<file path="src/rtl/prog_counter_pkg.sv">
// Shared definitions for the programmable counter: FSM state encoding and
// count-direction constants.
package prog_counter_pkg;

    typedef enum logic [1:0] {
        ST_IDLE = 2'd0,
        ST_RUN  = 2'd1,
        ST_DONE = 2'd2
    } state_t;

    localparam logic DIR_UP   = 1'b0;
    localparam logic DIR_DOWN = 1'b1;

endpackage

</file>
<file path="src/rtl/tick_prescaler.sv">
// Enable-gated clock-enable divider: pulses tick once every div+1 enabled cycles.
// Only compiled when PRESCALE_EN is defined.
`ifdef PRESCALE_EN
module tick_prescaler #(
    parameter int PRESCALE_W = 8
) (
    input  logic                  clk,
    input  logic                  reset,
    input  logic                  clear,
    input  logic                  en,
    input  logic [PRESCALE_W-1:0] div,
    output logic                  tick
);

    logic [PRESCALE_W-1:0] phase;

    // >= rather than == so that lowering div mid-count cannot strand the phase
    assign tick = en && (phase >= div);

    always_ff @(posedge clk) begin
        if (reset || clear) begin
            phase <= '0;
        end else if (en) begin
            if (phase >= div) begin
                phase <= '0;
            end else begin
                phase <= phase + PRESCALE_W'(1);
            end
        end
    end

endmodule
`endif

</file>
<file path="src/rtl/prog_counter.sv">
// Programmable up/down counter with load, terminal-count pulse and IDLE/RUN/DONE
// control. Defining PRESCALE_EN adds a div input and an internal tick prescaler.
module prog_counter
    import prog_counter_pkg::*;
#(
    parameter int               WIDTH      = 32,
    parameter logic [WIDTH-1:0] RESET_VAL  = '0,
    parameter int               PRESCALE_W = 8
) (
    input  logic                  clk,
    input  logic                  reset,
    input  logic                  en,
    input  logic                  load,
    input  logic [WIDTH-1:0]      load_val,
    input  logic [WIDTH-1:0]      limit,
    input  logic                  dir,
    input  logic                  one_shot,
    input  logic                  start,
`ifdef PRESCALE_EN
    input  logic [PRESCALE_W-1:0] div,
`endif
    output logic [WIDTH-1:0]      count,
    output logic                  tc,
    output logic                  running
);

    if (WIDTH < 2 || WIDTH > 32 || PRESCALE_W < 1) begin : g_param_check
        $error("prog_counter: unsupported WIDTH or PRESCALE_W");
    end

    state_t           state;
    state_t           state_nxt;
    logic [WIDTH-1:0] count_nxt;
    logic             tc_nxt;
    logic             tick;
    logic             terminal;
    logic [WIDTH-1:0] count_inc;
    logic [WIDTH-1:0] count_dec;
    logic [WIDTH-1:0] limit_m1;

`ifdef PRESCALE_EN
    tick_prescaler #(
        .PRESCALE_W(PRESCALE_W)
    ) u_prescaler (
        .clk  (clk),
        .reset(reset),
        .clear(load | start),
        .en   (en),
        .div  (div),
        .tick (tick)
    );
`else
    assign tick = 1'b1;
`endif

    always_ff @(posedge clk) begin
        if (reset) begin
            state <= ST_IDLE;
            count <= RESET_VAL;
            tc    <= 1'b0;
        end else begin
            state <= state_nxt;
            count <= count_nxt;
            tc    <= tc_nxt;
        end
    end

    // Load beats everything; otherwise only RUN with en and tick advances the count
    always_comb begin
        state_nxt = state;
        count_nxt = count;
        tc_nxt    = 1'b0;
        terminal  = 1'b0;
        count_inc = count + WIDTH'(1);
        count_dec = count - WIDTH'(1);
        limit_m1  = limit - WIDTH'(1);

        if (load) begin
            count_nxt = load_val;
            state_nxt = ST_RUN;
        end else begin
            case (state)
                ST_IDLE, ST_DONE: begin
                    if (start) begin
                        state_nxt = ST_RUN;
                    end
                end
                ST_RUN: begin
                    if (en && tick) begin
                        case (dir)
                            DIR_UP: begin
                                if (count_inc == limit) begin
                                    count_nxt = '0;
                                    terminal  = 1'b1;
                                end else begin
                                    count_nxt = count_inc;
                                end
                            end
                            DIR_DOWN: begin
                                if (count == '0) begin
                                    count_nxt = limit_m1;
                                    terminal  = 1'b1;
                                end else begin
                                    count_nxt = count_dec;
                                end
                            end
                            default: count_nxt = count;
                        endcase
                        tc_nxt = terminal;
                        if (terminal && one_shot) begin
                            state_nxt = ST_DONE;
                        end
                    end
                end
                default: state_nxt = ST_IDLE;
            endcase
        end
    end

    assign running = (state == ST_RUN);

endmodule

</file>
<file path="config.mk">
export PLATFORM = sky130hd
export DESIGN_NAME = prog_counter
export DESIGN_NICKNAME = d
export VERILOG_FILES = /design/src/rtl/prog_counter_pkg.sv /design/src/rtl/tick_prescaler.sv /design/src/rtl/prog_counter.sv
export SDC_FILE = /design/constraint.sdc
export NUM_CORES = 1
export LEC_CHECK = 0
export BUFFER_PORTS_ARGS = -buffer_cell sky130_fd_sc_hd__clkbuf_2
export CAP_MARGIN = 20
export CORE_MARGIN = 1
export CORE_UTILIZATION = 40
export DETAILED_ROUTE_END_ITERATION = 16
export HOLD_SLACK_MARGIN = 0.08
export PLACE_DENSITY = 0.6
export REMOVE_ABC_BUFFERS = 1
export SLEW_MARGIN = 10
export SYNTH_ARGS = -nofsm -noshare
export SYNTH_HDL_FRONTEND = slang
export SYNTH_SLANG_ARGS = --single-unit
</file>
<file path="constraint.sdc">
create_clock -name clk -period 6.9 [get_ports clk]
set_input_delay 1.38 -clock clk [delete_from_list [all_inputs] [get_ports clk]]
set_output_delay 1.38 -clock clk [all_outputs]
set_load 0.02 [all_outputs]
</file>
# ---- Yosys cells after proc, flatten, opt, wreduce, memory -nomap -nowiden
# Cells that the tools add are included.
dict set report word_totals {
  wordCells 47
  in_bits 71
  out_inout_bits 34
  register_bits 35
}
dict set report op_classes {
  bitwise 3
  mux 17
  n_addsub 3
  n_reduce_logical 11
  eq_ne 9
}
# cell n
set op_table {}
lappend op_table {{$mux 32} 5}
lappend op_table {{$pmux 32 s2} 1}
lappend op_table {{$sub 32x1->32 const B} 2}
lappend op_table {{$add 32x1->32 const B} 1}
lappend op_table {{$eq 32x32->1} 1}
lappend op_table {{$logic_not 32->1} 1}
lappend op_table {{$mux 1} 6}
lappend op_table {{$mux 2} 3}
lappend op_table {{$ne 3x3->1 const B} 2}
lappend op_table {{$reduce_and 3->1} 2}
lappend op_table {{$ne 2x2->1 const B} 2}
lappend op_table {{$pmux 2 s2} 1}
lappend op_table {{$reduce_bool 2->1} 2}
lappend op_table {{$reduce_or 2->1} 2}
lappend op_table {{$reduce_or 4->1} 1}
lappend op_table {{$ne 3x2->1 const B} 1}
lappend op_table {{$not 1->1} 3}
lappend op_table {{$eq 2x1->1 const B} 1}
lappend op_table {{$eq 2x2->1 const B} 1}
lappend op_table {{$logic_not 2->1} 1}
lappend op_table {{$ne 2x1->1 const B} 1}
lappend op_table {{$pmux 1 s2} 1}
lappend op_table {{$reduce_and 2->1} 1}
lappend op_table {{$logic_and 1x1->1} 1}

# ---- Depth between registers and ports, before layout
# Gate-level depths: netlist (run 1).
dict set report depth {
  ltp_word 12
  mapped_depth 18
  mapped_depth_nobuf 16
}

# ---- Worst setup path after synthesis (run 1)
# No wires, ideal clock.
dict set report synth_timing {
  path_type {flip-flop to flip-flop}
  from {reg count[17]}
  to {reg count[26]}
  arrival_ns 4.788
  stages_incl_launch_ff 18
  setup_ns 0.120
  synth_period_minus_slack_ns 4.908
  slack_ns 1.992
  path_buffers 4
  required_ns 6.780
  path_cell_list {dfxtp_1 buf_4 or3_4 or4_4 buf_6 nor3_2 clkbuf_1 clkbuf_1 nor2_1 a21oi_1 ha_1 nand4_1 or3_1 nor4_2 mux2_2 a221o_1 a41oi_1 a21oi_1}
}
dict set report synth_via {
  elab_chain_cells 7
  elab_cells_between_ends 10
  classes_between {add/sub: 2; eq/ne: 1; mux: 6; reduce/logical: 1}
}
# element line_no
set synth_rtl {}
lappend synth_rtl {{start, declared} prog_counter.sv:22} ;# output logic [WIDTH-1:0] count,
lappend synth_rtl {{start signal, assigned} prog_counter.sv:63} ;# count <= count_nxt;
lappend synth_rtl {{$add 32x1->32} prog_counter.sv:74} ;# count_inc = count + WIDTH'(1);
lappend synth_rtl {{$eq 32x32->1} prog_counter.sv:92} ;# if (count_inc == limit) begin
lappend synth_rtl {{$mux 32} prog_counter.sv:92}
lappend synth_rtl {{$pmux 32 s2 (*)} prog_counter.sv:90} ;# case (dir)
lappend synth_rtl {{$mux 32 (*)} prog_counter.sv:89} ;# if (en && tick) begin
lappend synth_rtl {{$mux 32 (*)} prog_counter.sv:82} ;# case (state)
lappend synth_rtl {{$mux 32 (*)} prog_counter.sv:78} ;# if (load) begin
# Every way passes the cells marked *; elsewhere a longest branch is shown, timed or not. The select of a mux whose other input is x is not followed.
# A chain may end at the register's enable or synchronous reset.

# ---- Worst setup path in the final report (run 1)
dict set report layout_timing {
  from {reg count[13]}
  to {reg count[26]}
}
# The elaborated chain is that of the path after synthesis.

==> results of run 1 <==
-- synthesized netlist by cell type, drive strengths merged, types with 14 or more instances --
| master | n |
|---|---|
| nor2 | 89 |
| nand2 | 69 |
| a21oi | 68 |
| clkbuf | 57 |
| o21ai | 57 |
| nor3 | 47 |
| nand3 | 46 |
| xnor2 | 37 |
| dfxtp | 35 |
| inv | 28 |
| nand4 | 25 |
| nor4 | 22 |
| xor2 | 21 |
| or3 | 19 |
| a211oi | 16 |
| or4 | 15 |
| buf | 14 |
-- worst max-delay path, stage by stage (launching register included) --
cell	delay (ps)
dfxtp_1	430
or3_4	470
or4_4	630
nor3_4	170
buf_4	410
nor2_1	70
a21oi_1	170
ha_1	320
nand4_1	440
or3_1	560
nor4_2	440
mux2_2	390
a221o_1	300
a41oi_1	170
a21oi_1	90
-- cell type report --
class                      instances  area (um2)
inverter                          29         109
multi-input combinational        710        4400
sequential                        35         701
fill                            1421        7120
clock buffer                       6         139
timing repair buffer             117         618
clock inverter                     2        35.0
tap                              176         220
-- logic make-up after synthesis --
| family | after synthesis | synth area share, % |
|---|---|---|
| fa+ha+maj | 3 | 0.683 |
| compound gates | 259 | 31.7 |
| buf+inv | 100 | 7.46 |
| flops | 35 | 12.7 |
| simple gates | 381 | 36.4 |
| mux | 9 | 1.71 |
| xor+xnor | 58 | 9.24 |
-- cells in the final DEF, fill, tap and decap left out, drive strengths merged, types with 25 or more instances in the layout --
master / instances
nor2: 89
inv: 28
nand3: 46
clkbuf: 110
nand2: 69
nor3: 47
nand4: 25
o21ai: 57
dfxtp: 35
a21oi: 68
xnor2: 37
-- sequential cells by signal (all words and copies together), names as in the netlist --
register	count
count	32
state	2
tc	1
-- power breakdown --
group / switching [mW] / internal, mW
sequential: 0.0489 / 0.217
combinational: 0.221 / 0.129
clock: 0.110 / 0.180
total: 0.380 / 0.526
-- routing by layer --
layer / vias to the layer above / global-route usage [%] / share of wire (%)
li1: 3299 / - / -
met1: 3376 / 45.9 / 42
met2: 404 / 53.2 / 44
met3: 66 / 8.24 / 10
met4: 0 / 15.7 / 4.0
met5: - / 0 / 0
-- per-stage QoR --
stage | power [mW] | area [um2] | worst slack (ps) | utilization (%) | hold slack [ps]
2_1_floorplan | 0.467 | 5200 | 1830 | - | 475
3_3_place_gp | 0.609 | 6050 | 1970 | 45.3 | 501
3_5_place_dp | 0.607 | 6050 | 1900 | 45.3 | 510
4_1_cts | 0.897 | 6220 | 1880 | 46.6 | 515
5_1_grt | 0.942 | 6220 | 1330 | 46.6 | 527
6_report | 0.907 | 6220 | 1730 | 46.6 | 510
-- path summary, 6_finish.rpt --
path	start	slack, ps	end
worst max-delay path	count[13]$_SDFFE_PP0P_	1730	count[26]$_SDFFE_PP0P_
worst min-delay path	state[1]$_SDFFE_PP0P_	510	state[1]$_SDFFE_PP0P_
worst max register to register	count[13]$_SDFFE_PP0P_	1730	count[26]$_SDFFE_PP0P_
worst min register to register	state[1]$_SDFFE_PP0P_	510	state[1]$_SDFFE_PP0P_
==> flow_metrics.py, run 1 <==
metrics = {
    "setup_path": {
        "startpoint_type": "flop",
        "cp.required_ps": 7090,
        "worst-r2r-cell-count": 14,
        "critPathKind": "reg -> reg",
        "cp_data_arrival_time_ps": 5370,
        "crit_path_max_fanout": 37,
        "end_kind": "flop",
    },
    "timing": {
        "tns_ps": 0,
        "max-slew-margin-rel_pct": 23.5,
        "fin_crit_sh_pct": 75.0,
        "report.final.slew_viol_count": 0,
        "skew_ps": 5.30,
        "max_freq_ghz": 0.193,
        "report.final.hold_viol_count": 0,
        "fin_crit_ps": 5170,
        "setup_viol": 0,
        "rsz0062_at_grt": "false",
        "worst_pin_slew_ps": 1140,
    },
    "grt": {
        "first_global_vias": 6431,
        "grt_max_degree": 41,
        "overflow": 0,
        "grt_pass1_wl_mm": 37.8,
        "antenna_found_initial": 0,
        "track_usage_pct": 34.8,
    },
    "synth": {
        "ys_types": 72,
        "avgSynthCellArea_um2": 6.51,
        "yosys_warnings": 0,
        "ys_ff_latch": 35,
        "yosys.area.top_type": "dfxtp_1",
        "synth_edf_count": 0,
        "synth-async-reset-ratio_pct": 0,
        "synth_top_area_share_pct": 12.7,
        "synth.area.top_cells": "dfxtp_1, a21oi_1, nor2_1, xnor2_1, o21ai_0",
        "syn-cell-area_mm2": 0.00550,
        "synth_seq_area_share_pct": 12.7,
        "synth_flop_cell": "dfxtp_1",
        "synth_cells": 845,
    },
    "routing": {
        "antenna_left": 0,
        "wire_per_inst_um": 23.1,
        "drt_first_pass_iters": 5,
        "viasPerCell": 6.65,
        "drt_iter0_drc": 745,
        "vias": 7145,
        "wl_mm": 24.8,
        "drc": 0,
    },
    "placement": {
        "gp_congestion": 0.991,
        "hpwlAfterDp_mm": 17.8,
        "portBuffers": 104,
        "dp.cells": 1067,
    },
    "power_and_ir_drop": {
        "p_per_area_mw_per_mm2": 146,
        "p_leak_nw": 2.16,
        "peakVddDrop_mv": 0.0841,
    },
    "clock_tree": {
        "cts_setup_buffers": 0,
        "root_buffer": "clkbuf_16",
        "path_clk_slew_ps": 60,
        "cts_resized": 0,
        "cts_buffer_depth": 2,
        "h-tree-depth": 2,
        "cts_buffers": 5,
        "cts_tree": "yes",
        "clock_latency_ps": 310,
        "clock-sinks": 35,
        "cts_hold_buf": 0,
    },
    "cells_and_area": {
        "fin_nets": 972,
        "layoutNonFillerInstCount": 1075,
        "antenna_cells": 0,
        "syn2layout_area_growth_pct": 13.1,
        "drive_gt1_share_pct": 16.8,
    },
    "floorplan": {
        "pin_count": 105,
        "start_util_pct": 41.2,
        "fp.dieArea_mm2": 0.0142,
        "core-area_mm2": 0.0133,
        "row_count": 42,
        "die_h_um": 119,
        "die_w_um": 119,
    },
    "min_path": {
        "hold_path_depth": 2,
        "hp-class": "reg -> reg",
    },
    "outcome": {
        "status": "completed",
    },
    "flow_run": {
        "drv_cap": 0,
    },
}
Note: power is estimated with default switching activity, not from simulation.
==> run 2, diff against run 1 <==
--- a/config.mk
+++ b/config.mk
@@ -11,7 +11,7 @@
 export CORE_UTILIZATION = 40
 export DETAILED_ROUTE_END_ITERATION = 16
 export HOLD_SLACK_MARGIN = 0.08
-export PLACE_DENSITY = 0.6
+export PLACE_DENSITY = 0.62
 export REMOVE_ABC_BUFFERS = 1
 export SLEW_MARGIN = 10
 export SYNTH_ARGS = -nofsm -noshare
==> constraint.sdc (replaced) <==
create_clock -name clk -period 4.2 [get_ports clk]
set_input_delay 0.84 -clock clk [delete_from_list [all_inputs] [get_ports clk]]
set_output_delay 0.84 -clock clk [all_outputs]
set_load 0.02 [all_outputs]
==> flow_metrics.py, run 2 (synthesis results as in run 1) <==
metrics = {
    "power_and_ir_drop": {
        "p_sw_mw": 0.634,
        "p_clk_share_pct": 27.9,
        "p_leak_nw": 2.48,
        "peakVddDrop_mv": 0.166,
        "combPwrFrac_pct": 46.2,
        "p_seq_share_pct": 25.9,
        "power_mw": 1.50,
        "p_per_area_mw_per_mm2": 224,
        "p_int_mw": 0.866,
        "switching_share_pct": 42.3,
    },
    "timing": {
        "max-slew-margin-rel_pct": 51.4,
        "rsz0062_at_grt": "false",
        "report.final.slew_viol_count": 0,
        "worst_pin_slew_ps": 728,
        "skew_ps": 9.43,
        "fin_crit_ps": 3960,
        "fin_crit_sh_pct": 94.3,
        "report.final.hold_viol_count": 0,
        "max_freq_ghz": 0.253,
        "setup_viol": 0,
        "timing.final.ws_setup_ps": 241,
        "hold_slack_ps": 520,
    },
    "clock_tree": {
        "h-tree-depth": 2,
        "cts_tree": "yes",
        "path_clk_slew_ps": 60,
        "cts_buffers": 5,
        "root_buffer": "clkbuf_16",
        "cts_buffer_depth": 2,
        "clock_latency_ps": 300,
        "clock-sinks": 35,
        "cts_resized": 0,
        "cts_setup_buffers": 0,
        "cts_hold_buf": 0,
    },
    "placement": {
        "hpwlAfterDp_mm": 20.1,
        "post-place-ws_ps": 218,
        "dpl-instance-area_mm2": 0.00653,
        "portBuffers": 104,
        "gp_congestion": 1.07,
    },
    "routing": {
        "wire_per_inst_um": 23.4,
        "drc": 0,
        "drt_iter0_drc": 1019,
        "wl_mm": 26.7,
        "viasPerCell": 6.60,
        "drt_first_pass_iters": 8,
        "antenna_left": 0,
        "vias": 7518,
    },
    "grt": {
        "grt_max_degree": 37,
        "track_usage_pct": 37.4,
        "first_global_vias": 7009,
        "grt_pass1_wl_mm": 40.5,
        "antenna_found_initial": 0,
        "overflow": 0,
    },
    "setup_path": {
        "end_kind": "flop",
        "critPathKind": "reg -> reg",
        "cp.buffers_inverters": 1,
        "crit_path_max_fanout": 10,
        "cp.required_ps": 4360,
        "cp_data_arrival_time_ps": 4120,
        "crit_chain": "nand3_1, or4_1, o31ai_1, o2111ai_1, a2111oi_0, nand4_1, or4_1, buf_4, a22oi_1, a2111oi_0",
        "startpoint_type": "flop",
        "critPathTopFamily": "simple AND/OR/NAND/NOR gates",
        "slowest_delay_ps": 740,
        "cp_slowest_cell": "or4_1",
    },
    "cells_and_area": {
        "regArea_um2": 701,
        "regMostFlops": "count",
        "n_fill_cell": 1416,
        "drive_gt1_share_pct": 22.3,
        "syn2layout_area_growth_pct": 21.8,
        "fin_nets": 1036,
        "largestRegisters": "count x32, state x2, tc x1",
        "multi_input_area_mm2": 0.00442,
        "largest_register_ffs": 32,
        "mostFrequentLayoutCells": "clkbuf_2, nor2_1, buf_4",
        "design_area_mm2": 0.00670,
        "final_common_cell": "clkbuf_2",
        "antenna_cells": 0,
    },
    "floorplan": {
        "core-area_mm2": 0.0133,
        "die_w_um": 119,
        "fp.dieArea_mm2": 0.0142,
        "pin_count": 105,
        "row_count": 42,
        "start_util_pct": 41.2,
        "die_h_um": 119,
    },
    "flow_run": {
        "drv_cap": 0,
    },
    "min_path": {
        "hp-class": "reg -> reg",
    },
    "outcome": {
        "status": "completed",
    },
}
[run 2: cell type report]
cell class                      instances  share of cell area [%]
Multi-Input combinational cell        710                    65.9
Timing Repair Buffer                  181                    16.4
Sequential cell                        35                    10.5
Tap cell                              176                    3.29
Clock buffer                            8                    2.33
Inverter                               29                    1.62
[run 2: through the flow]
step           util (%)  setup TNS (ps)  instances
2_1_floorplan         -           -4170        774
3_3_place_gp       48.9               0       1131
3_5_place_dp       48.9               0       1131
4_1_cts            50.1               0       1139
5_1_grt            50.2               0       1139
6_report           50.2               0       1139
[run 2: path summary, 6_finish.rpt]
check,depth (start not counted),from,slack (ps),end
min reg2reg,2,state[1]$_SDFFE_PP0P_,520,state[1]$_SDFFE_PP0P_
max reg2reg,10,count[3]$_SDFFE_PP0P_,240,count[4]$_SDFFE_PP0P_
min,2,state[1]$_SDFFE_PP0P_,520,state[1]$_SDFFE_PP0P_
max,10,count[3]$_SDFFE_PP0P_,240,count[4]$_SDFFE_PP0P_
[run 2: power by group through the flow]
stage,Combinational [mW],Clock [mW],Sequential (mW)
after floorplan,0.315,0,0.452
after global placement,0.670,0,0.392
after detailed placement,0.667,0,0.393
after CTS,0.671,0.420,0.386
after global routing,0.743,0.433,0.391
final,0.693,0.418,0.388
[run 2: worst reg2reg max path, stage by stage, from the launching register on]
cell and delay [ps]:
dfxtp_1 540, nand3_1 180, or4_1 740, o31ai_1 370, o2111ai_1 160, a2111oi_0 420, nand4_1 140, or4_1 720
buf_4 260, a22oi_1 170, a2111oi_0 120
[run 2: per-layer routing]
layer,vias up,part of all wire [%],GRT usage [%]
met5,-,0,0
met4,0,5.5,20.8
met3,99,12,9.58
met2,531,42,55.5
met1,3473,41,49.0
li1,3415,-,-
==> run 3, diff against run 2 <==
--- a/config.mk
+++ b/config.mk
@@ -11,7 +11,7 @@
 export CORE_UTILIZATION = 40
 export DETAILED_ROUTE_END_ITERATION = 16
 export HOLD_SLACK_MARGIN = 0.08
-export PLACE_DENSITY = 0.62
+export PLACE_DENSITY = 0.6
 export REMOVE_ABC_BUFFERS = 1
 export SLEW_MARGIN = 10
 export SYNTH_ARGS = -nofsm -noshare
==> constraint.sdc (replaced) <==
create_clock -name clk -period 4.4 [get_ports clk]
set_input_delay 0.88 -clock clk [delete_from_list [all_inputs] [get_ports clk]]
set_output_delay 0.88 -clock clk [all_outputs]
set_load 0.02 [all_outputs]
==> flow_metrics.py, run 3 (synthesis results as in run 1) <==
metrics = {
    "setup_path": {
        "cp_common_cell": "a21oi_1",
        "startpoint_type": "flop",
        "cp.required_ps": 4580,
        "reg2reg_from": "count[13]$_SDFFE_PP0P_",
        "crit_path_max_fanout": 9,
        "critPathKind": "reg -> reg",
        "end_kind": "flop",
        "cp_slowest_cell": "or4_4",
        "crit_chain": "or3_4, or4_4, nor3_4, nor2_1, a21oi_1, ha_1, nand4_1, or3_1, nor4_4, mux2_2, a221o_1, a41oi_1, a21oi_1",
        "slowest_delay_ps": 630,
        "cp_data_arrival_time_ps": 4280,
        "r2r-end": "count[26]$_SDFFE_PP0P_",
        "r2r_slack_ps": 310,
        "worst-r2r-cell-count": 13,
    },
    "clock_tree": {
        "cts_buffer_depth": 2,
        "clock-sinks": 35,
        "h-tree-depth": 2,
        "cts_setup_buffers": 0,
        "root_buffer": "clkbuf_16",
        "path_clk_slew_ps": 60,
        "cts_tree": "yes",
        "cts_buffers": 5,
        "clock_latency_ps": 300,
    },
    "routing": {
        "drc": 0,
        "wl_mm": 26.4,
        "vias": 7352,
        "antenna_left": 0,
        "wire_per_inst_um": 23.5,
        "viasPerCell": 6.53,
        "drt_first_pass_iters": 5,
        "drt_iter0_drc": 781,
    },
    "placement": {
        "post-place-ws_ps": 259,
        "dpl-instance-area_mm2": 0.00643,
        "hpwlAfterDp_mm": 20.0,
        "gp_congestion": 1.00,
        "dp.cells": 1118,
        "portBuffers": 104,
    },
    "timing": {
        "timing.final.ws_setup_ps": 306,
        "fin_crit_ps": 4090,
        "report.final.hold_viol_count": 0,
        "skew_ps": 5.24,
        "rsz0062_at_grt": "false",
        "tns_ps": 0,
        "report.final.slew_viol_count": 0,
        "fin_crit_sh_pct": 93.1,
        "setup_viol": 0,
        "max_freq_ghz": 0.244,
        "worst_pin_slew_ps": 1010,
        "max-slew-margin-rel_pct": 32.2,
        "hold_slack_ps": 522,
    },
    "grt": {
        "first_global_vias": 6863,
        "track_usage_pct": 37.5,
        "grt_pass1_wl_mm": 40.4,
        "grt_max_degree": 37,
        "overflow": 0,
        "antenna_found_initial": 0,
    },
    "power_and_ir_drop": {
        "switching_share_pct": 43.4,
        "p_leak_nw": 2.40,
        "p_sw_mw": 0.601,
        "p_seq_share_pct": 26.6,
        "combPwrFrac_pct": 46.7,
        "p_clk_share_pct": 26.6,
        "peakVddDrop_mv": 0.124,
        "p_per_area_mw_per_mm2": 210,
        "power_mw": 1.39,
        "p_int_mw": 0.785,
    },
    "cells_and_area": {
        "largest_register_ffs": 32,
        "final_common_cell": "clkbuf_2",
        "design_area_mm2": 0.00659,
        "fin_nets": 1023,
        "mostFrequentLayoutCells": "clkbuf_2, nor2_1, nand2_1",
        "drive_gt1_share_pct": 21.2,
        "largestRegisters": "count x32, state x2, tc x1",
        "syn2layout_area_growth_pct": 19.7,
        "layoutNonFillerInstCount": 1126,
        "n_fill_cell": 1474,
        "fin_util_pct": 49.3,
        "regMostFlops": "count",
        "antenna_cells": 0,
    },
    "floorplan": {
        "pin_count": 105,
        "die_h_um": 119,
        "die_w_um": 119,
        "core-area_mm2": 0.0133,
        "row_count": 42,
        "start_util_pct": 41.2,
        "fp.dieArea_mm2": 0.0142,
    },
    "min_path": {
        "hold_path_depth": 2,
        "worst_hold_path.endpoint": "state[1]$_SDFFE_PP0P_",
        "hp-class": "reg -> reg",
        "hp-start": "state[1]$_SDFFE_PP0P_",
    },
    "outcome": {
        "status": "completed",
    },
    "flow_run": {
        "drv_cap": 0,
    },
}
==> run 3: power by group through the flow <==
| stage | Sequential [mW] | Combinational, mW | Clock [mW] |
|---|---|---|---|
| floorplan | 0.431 | 0.301 | 0 |
| global placement | 0.375 | 0.633 | 0 |
| detailed placement | 0.375 | 0.627 | 0 |
| CTS | 0.368 | 0.631 | 0.370 |
| global route | 0.372 | 0.698 | 0.383 |
| finish | 0.369 | 0.647 | 0.369 |
==> run 3: worst max-delay path by stage <==
stage | start | end | slack [ps] | cells past startpoint
floorplan | count[13]$_SDFFE_PP0P_ | count[26]$_SDFFE_PP0P_ | -670 | 13
global placement | count[0]$_SDFFE_PP0P_ | state[0]$_SDFFE_PP0P_ | 350 | 10
detailed placement | count[0]$_SDFFE_PP0P_ | count[26]$_SDFFE_PP0P_ | 260 | 15
CTS | count[0]$_SDFFE_PP0P_ | count[26]$_SDFFE_PP0P_ | 210 | 15
global route | count[0]$_SDFFE_PP0P_ | count[26]$_SDFFE_PP0P_ | 60 | 15
finish | count[13]$_SDFFE_PP0P_ | count[26]$_SDFFE_PP0P_ | 310 | 13
==> run 3: what timing repair did <==
action	in CTS	in global routing
setup endpoints to repair	0	3
gates resized for setup	0	2
hold buffers	0	0
==> run 3: final cells by class <==
class                           count  area, um2  area share, %
Clock inverter                      1       5.00         0.0760
Sequential cell                    35        701           10.6
Timing Repair Buffer              168       1000           15.2
Inverter                           29        109           1.65
Tap cell                          176        220           3.34
Multi-Input combinational cell    710       4420           67.1
Clock buffer                        7        133           2.01
==> run 3: critical path: cells and delay by family, from the launching register on <==
family	cells	cell delay [ps]
AO/OA/AOI/OAI	4	730
adder cells (fa/ha/maj)	1	320
flip-flops	1	310
multiplexers	1	380
AND/OR/NAND/NOR	7	2240
==> run 3: metal layers <==
metal | global-route usage [%] | part of all wire [%]
met1 | 50.8 | 43
met2 | 56.9 | 43
met3 | 6.13 | 9.2
met4 | 19.6 | 5.3
met5 | 0 | 0
